===== config.mk =====
export PLATFORM = sky130hd
export DESIGN_NAME = trap_sequencer
export DESIGN_NICKNAME = d
export VERILOG_FILES = /design/src/rtl/trap_sequencer.sv
export SDC_FILE = /design/constraint.sdc
export NUM_CORES = 1
export LEC_CHECK = 0
export ABC_AREA = 1
export BUFFER_PORTS_ARGS = -buffer_cell sky130_fd_sc_hd__buf_2
export CAP_MARGIN = 20
export CELL_PAD_IN_SITES_DETAIL_PLACEMENT = 1
export CELL_PAD_IN_SITES_GLOBAL_PLACEMENT = 2
export CORE_ASPECT_RATIO = 1.25
export CORE_UTILIZATION = 20
export DETAILED_ROUTE_END_ITERATION = 7
export GPL_TIMING_DRIVEN = 0
export PLACE_DENSITY = 0.87
export SETUP_SLACK_MARGIN = 0.1
export SLEW_MARGIN = 10
export SYNTH_ARGS = -nofsm -noshare
export SYNTH_HDL_FRONTEND = slang
export SYNTH_SLANG_ARGS = --single-unit
export TNS_END_PERCENT = 10

===== constraint.sdc =====
create_clock -name clk -period 2.3 [get_ports clk]
set_input_delay 0.46 -clock clk [delete_from_list [all_inputs] [get_ports clk]]
set_output_delay 0.46 -clock clk [all_outputs]
set_load 0.02 [all_outputs]

===== src/rtl/trap_sequencer.sv =====
// trap_sequencer: sequences RV32I trap entry and mret, owns mstatus.MIE/MPIE
module trap_sequencer #(
   parameter int XLEN = 32
) (
   input  logic            clk,
   input  logic            rst,
   input  logic            exc_valid,
   input  logic [3:0]      exc_cause,
   input  logic [XLEN-1:0] exc_tval,
   input  logic [XLEN-1:0] pc_cur,
   input  logic [XLEN-1:0] pc_next,
   input  logic            instr_done,
   input  logic [2:0]      irq,
   input  logic            mret,
   input  logic            csr_we,
   input  logic            csr_mie_d,
   input  logic            csr_mpie_d,
   output logic            busy,
   output logic            flush,
   output logic            mepc_ld,
   output logic [XLEN-1:0] mepc_d,
   output logic            mcause_ld,
   output logic [XLEN-1:0] mcause_d,
   output logic            mtval_ld,
   output logic [XLEN-1:0] mtval_d,
   output logic            pc_ld,
   output logic            pc_sel,
   output logic            mie,
   output logic            mpie
);
   typedef enum logic [1:0] {IDLE, SAVE, VECTOR, RET} state_t;
   state_t state, state_n;
   logic idle, take_exc, take_irq, take_ret;
   logic [3:0] irq_code;
   // acceptance arbitration in IDLE and next-state selection
   always_comb begin
      idle = state == IDLE;
      take_exc = idle && exc_valid;
      take_irq = idle && !exc_valid && instr_done && mie && (irq != 3'b000);
      take_ret = idle && !exc_valid && !take_irq && mret;
      irq_code = irq[2] ? 4'd11 : irq[1] ? 4'd3 : 4'd7;
      state_n = (take_exc || take_irq) ? SAVE : take_ret ? RET : (state == SAVE) ? VECTOR : IDLE;
   end
   // state register
   always_ff @(posedge clk or posedge rst) begin
      if (rst) state <= IDLE;
      else state <= state_n;
   end
   // capture trap data on acceptance, hold it otherwise
   always_ff @(posedge clk or posedge rst) begin
      if (rst) begin
         mepc_d <= '0;
         mcause_d <= '0;
         mtval_d <= '0;
      end else if (take_exc) begin
         mepc_d <= pc_cur;
         mcause_d <= {{(XLEN-4){1'b0}}, exc_cause};
         mtval_d <= exc_tval;
      end else if (take_irq) begin
         mepc_d <= pc_next;
         mcause_d <= {1'b1, {(XLEN-5){1'b0}}, irq_code};
         mtval_d <= '0;
      end
   end
   // mstatus interrupt-enable stack; a request in the same cycle drops the csr write
   always_ff @(posedge clk or posedge rst) begin
      if (rst) begin
         mie <= 1'b0;
         mpie <= 1'b0;
      end else if (state == SAVE) begin
         mpie <= mie;
         mie <= 1'b0;
      end else if (state == RET) begin
         mie <= mpie;
         mpie <= 1'b1;
      end else if (idle && csr_we && !take_exc && !take_irq && !take_ret) begin
         mie <= csr_mie_d;
         mpie <= csr_mpie_d;
      end
   end
   assign busy = !idle;
   assign flush = !idle;
   assign mepc_ld = state == SAVE;
   assign mcause_ld = state == SAVE;
   assign mtval_ld = state == SAVE;
   assign pc_ld = (state == VECTOR) || (state == RET);
   assign pc_sel = state == RET;
endmodule


# Word level (Yosys, flattened, before mapping)
# Index checks and enable logic that the tools add are counted.
# totals
ff_bits,100
input_bits,111
out_inout_bits,105
elab_cells,48
# classes
n_eq_ne,3
mux,17
reduce_logical,22
# ops
operator,n
$mux W32,6
$logic_and A1 B1 Y1,11
$mux W1,6
$mux W2,3
$reduce_bool A3 Y1,2
$logic_not A1 Y1,5
$eq A2 B2 Y1 const B,2
$mux W4,1
$mux W3,1
$eq A2 B1 Y1 const B,1
$logic_not A2 Y1,1
$logic_or A1 B1 Y1,2
$reduce_bool A2 Y1,1

# Longest topological paths before layout
# depth
word_depth,13
mapped_depth,8
ltp_nobuf,7

# Worst setup path after synthesis
# OpenSTA, ideal clock, no wires.
# synth_path
path_type,register to output
start,register state[0]
end,output port mepc_ld
arrival_time_ns,1.135
path_slack_ns,0.705
path_stages_with_launch,4
n_path_buf,1
path_cell_list,dfrtp_1 > inv_1 > nor2_1 > buf_4
# synth_between
elab_chain_cells,1
# synth_lines
item,line_no,text
"start, declared",32,"state_t state, state_n;"
"start signal, assigned",47,else state <= state_n;
$eq A2 B1 Y1,-,
"end, declared",20,"output logic mepc_ld,"
# No other way between the ends.

# Final worst setup path
# layout_path
start,register state[0]
end,output port mtval_ld
# layout_between
elab_chain_cells,1
# layout_lines
item,line_no,text
$eq A2 B1 Y1,85,assign mtval_ld = state == SAVE;
"end, declared",24,"output logic mtval_ld,"
# No other way between the ends.

==> reports/qor.txt <==
critical-path maximum fanout = 7
largest net degree at the start of global routing = 29
Critical Path Start Type = flip-flop
Final Hold Violating Endpoints = 0
routed via count = 3,685
CP max stage cell = dfrtp_1
Die Y-Extent = 153 um
Lkg Pwr = 0.00320 uW
Crit path buffers/inverters = 3
Clock Tree Buf Depth = 2
vias in the first global route = 3,706
Routed WL = 12,400 um
fraction of registers with async set/reset = 100%
Synth top cells by count = 279 x nand2_1, 73 x dfrtp_1, 41 x nand3_1
setup bufs post-CTS = 0
ANT nets after route = 0
synthesized cell area = 3630 um^2
fin crit share = 84.6%
largest area contributor in the netlist = dfrtp_1
Int Pwr = 3890 uW
power per standard cell area = 1340 nW/um^2
peak supply drop = 350 uV
Std-Cell Core Area = 17,600 um^2
CTS Buf Count = 9
CTS tree = done
Vias/cell = 3.95
num rows = 54
fmax = 514 MHz
synthesized instance count = 476
Synth top area share = 50.4%
# setup viols final = 0
power consumption = 7060 uW
Net Sw Frac = 45.0%
Synth Register Bits = 73
nets = 814
root buffer cell = clkbuf_16
Ys Warns = 0
Tot GR Track Use = 13.5%
Arrival @ worst endpoint = 1.49 ns
Ports = 216
first-pass GRT wire length = 19,200 um
Synth Area per Inst = 7.62 um^2
Worst-path clk slew = 0.06 ns
Max Slew Vio Count = 0
initial drt markers = 79
Die ar. = 18,700 um^2
GP Congestion = 0.736
Die Wd = 122 um
critical path required time = 1.84 ns
post_cts resized = 0
most common cell in the synthesized netlist = nand2_1
Hold Crit Class = primary input to asynchronous set/reset pin
worst-margin pin slew = 0.552 ns
H-tree depth = 3
Most used DFF post-synth = dfrtp_1
critical path capture point type = output port
worst-path cell chain = inv_1 > nor2_1 > buf_4 > buf_2
Remaining DRCs = 0
Post-synth EDFFs = 0
Worst Skew = 0.00382 ns
final setup TNS = 0 ns
# diodes = 0
status = finished, final reports clean
dpl hpwl = 9820 um
CP top delay family = buffers and inverters
post-synth cell types = 20
layout cells sized above 1 = 37.9%
initial core utilization = 20.6%
Clock Latency Late Sink = 0.34 ns
Flop pwr share = 31.4%
Synth area leaders = dfrtp_1 50%, nand2_1 29%, buf_4 7.9%, nand3_1 5.7%, buf_2 1.4%
Crit Path Class = flip-flop to output port
# Max-Cap Violations = 0
RSZ-0062 raised after global routing = no
grt ovf = 0
drt pass-1 iters = 4
clock network fraction of total power = 19.5%
PortBufs = 188
Worst slew margin = 63.1%
# hold bufs at CTS = 0
initial antenna violation count = 0
Area Growth Syn to Fin = 45.6%
Seq/Total Area, Yosys = 50.4%
Sinks on Clock Net = 73
Sw Pwr = 3180 uW
max incr delay on CP = 0.44 ns
WL/cell = 13.3 um
combinational share of power = 49.1%
fin crit period = 1.95 ns
[metrics by stage]
stage	std cells	setup WS, ns	hold WS, ns	area [um^2]	utilization, %
2_1_floorplan	502	0.705	0.560	3730	-
3_3_place_gp	914	0.331	0.449	4950	28.1
3_5_place_dp	916	0.388	0.453	4990	28.3
4_1_cts	932	0.333	0.172	5280	30.0
5_1_grt	932	0.203	0.190	5280	30.0
6_report	932	0.354	0.166	5280	30.0
[sequential cells by signal, summed over array words and instances, names as in the netlist]
register and flops:
mepc_d 32, mtval_d 32, mcause_d 5, state 2, mie 1, mpie 1
[worst reg2reg max path, cell delays in order, from the launching register on]
cell and delay, ns:
dfrtp_1 0.44, nor2_4 0.16, nand2_4 0.13, inv_2 0.14, buf_4 0.25, buf_4 0.22, nand2_1 0.08, nand2_1 0.06
[final cells by class]
class                   count  area, um^2
flip-flops and latches     73        1830
well taps                 224         280
clock inverters             4        26.3
multi-input cells         364        1480
inverters                  11        45.0
plain buffers              54         380
clock buffers              12         267
repair buffers            190         981
fillers                  2200       12400
[layout by cell type, fill, tap and decap left out, types with 2 or more instances in the layout]
| cell type | n |
|---|---|
| nor2_1 | 6 |
| dfrtp_1 | 73 |
| nor2_4 | 2 |
| buf_1 | 2 |
| conb_1 | 27 |
| nand2_1 | 279 |
| inv_1 | 8 |
| buf_6 | 3 |
| buf_4 | 38 |
| clkbuf_8 | 3 |
| nand3_1 | 41 |
| inv_2 | 2 |
| clkinv_2 | 2 |
| buf_12 | 2 |
| or2_2 | 2 |
| buf_2 | 198 |
| nand2_4 | 2 |
| clkinvlp_4 | 2 |
| clkbuf_16 | 9 |
[worst paths after layout]
path	slack [ns]	to	depth (start not counted)	startpoint
worst min-delay path	0.17	mtval_d[10]	2	rst
worst max register to register	0.76	mtval_d[5]	7	state[0]
worst max-delay path	0.35	mtval_ld	4	state[0]
min in group clk	0.32	mtval_d[6]	3	exc_tval[6]
worst min register to register	0.46	mtval_d[28]	2	mtval_d[28]
max in group asynchronous	1.61	mepc_d[29]	3	rst
[power groups by stage]
stage | clock network, uW | registers (uW) | logic (uW)
after floorplan | 0 | 2950 | 1550
after detailed placement | 0 | 2250 | 3560
after global placement | 0 | 2210 | 3520
after CTS | 1430 | 2230 | 3570
final | 1370 | 2220 | 3470
after global routing | 1470 | 2300 | 3880
[routing by layer]
layer  global-route usage [%]  vias up  wire length [um]
met1                     15.9     1674              5320
li1                         -     1848                 -
met2                     23.0      151              5900
met4                     5.75        0               222
met5                        0        -                 0
met3                     3.33       12               992
[kinds of logic (layout without fill, tap and decap cells)]
kind of cell	count (synthesis)	after routing	share of synthesized area [%]
AOI/OAI and AO/OA	3	3	0.517
other	1	27	0.103
DFF	73	73	50.4
and+or+nand+nor	334	334	37.4
buffers and inverters	65	271	11.6
(Power assumes the default switching activity.)
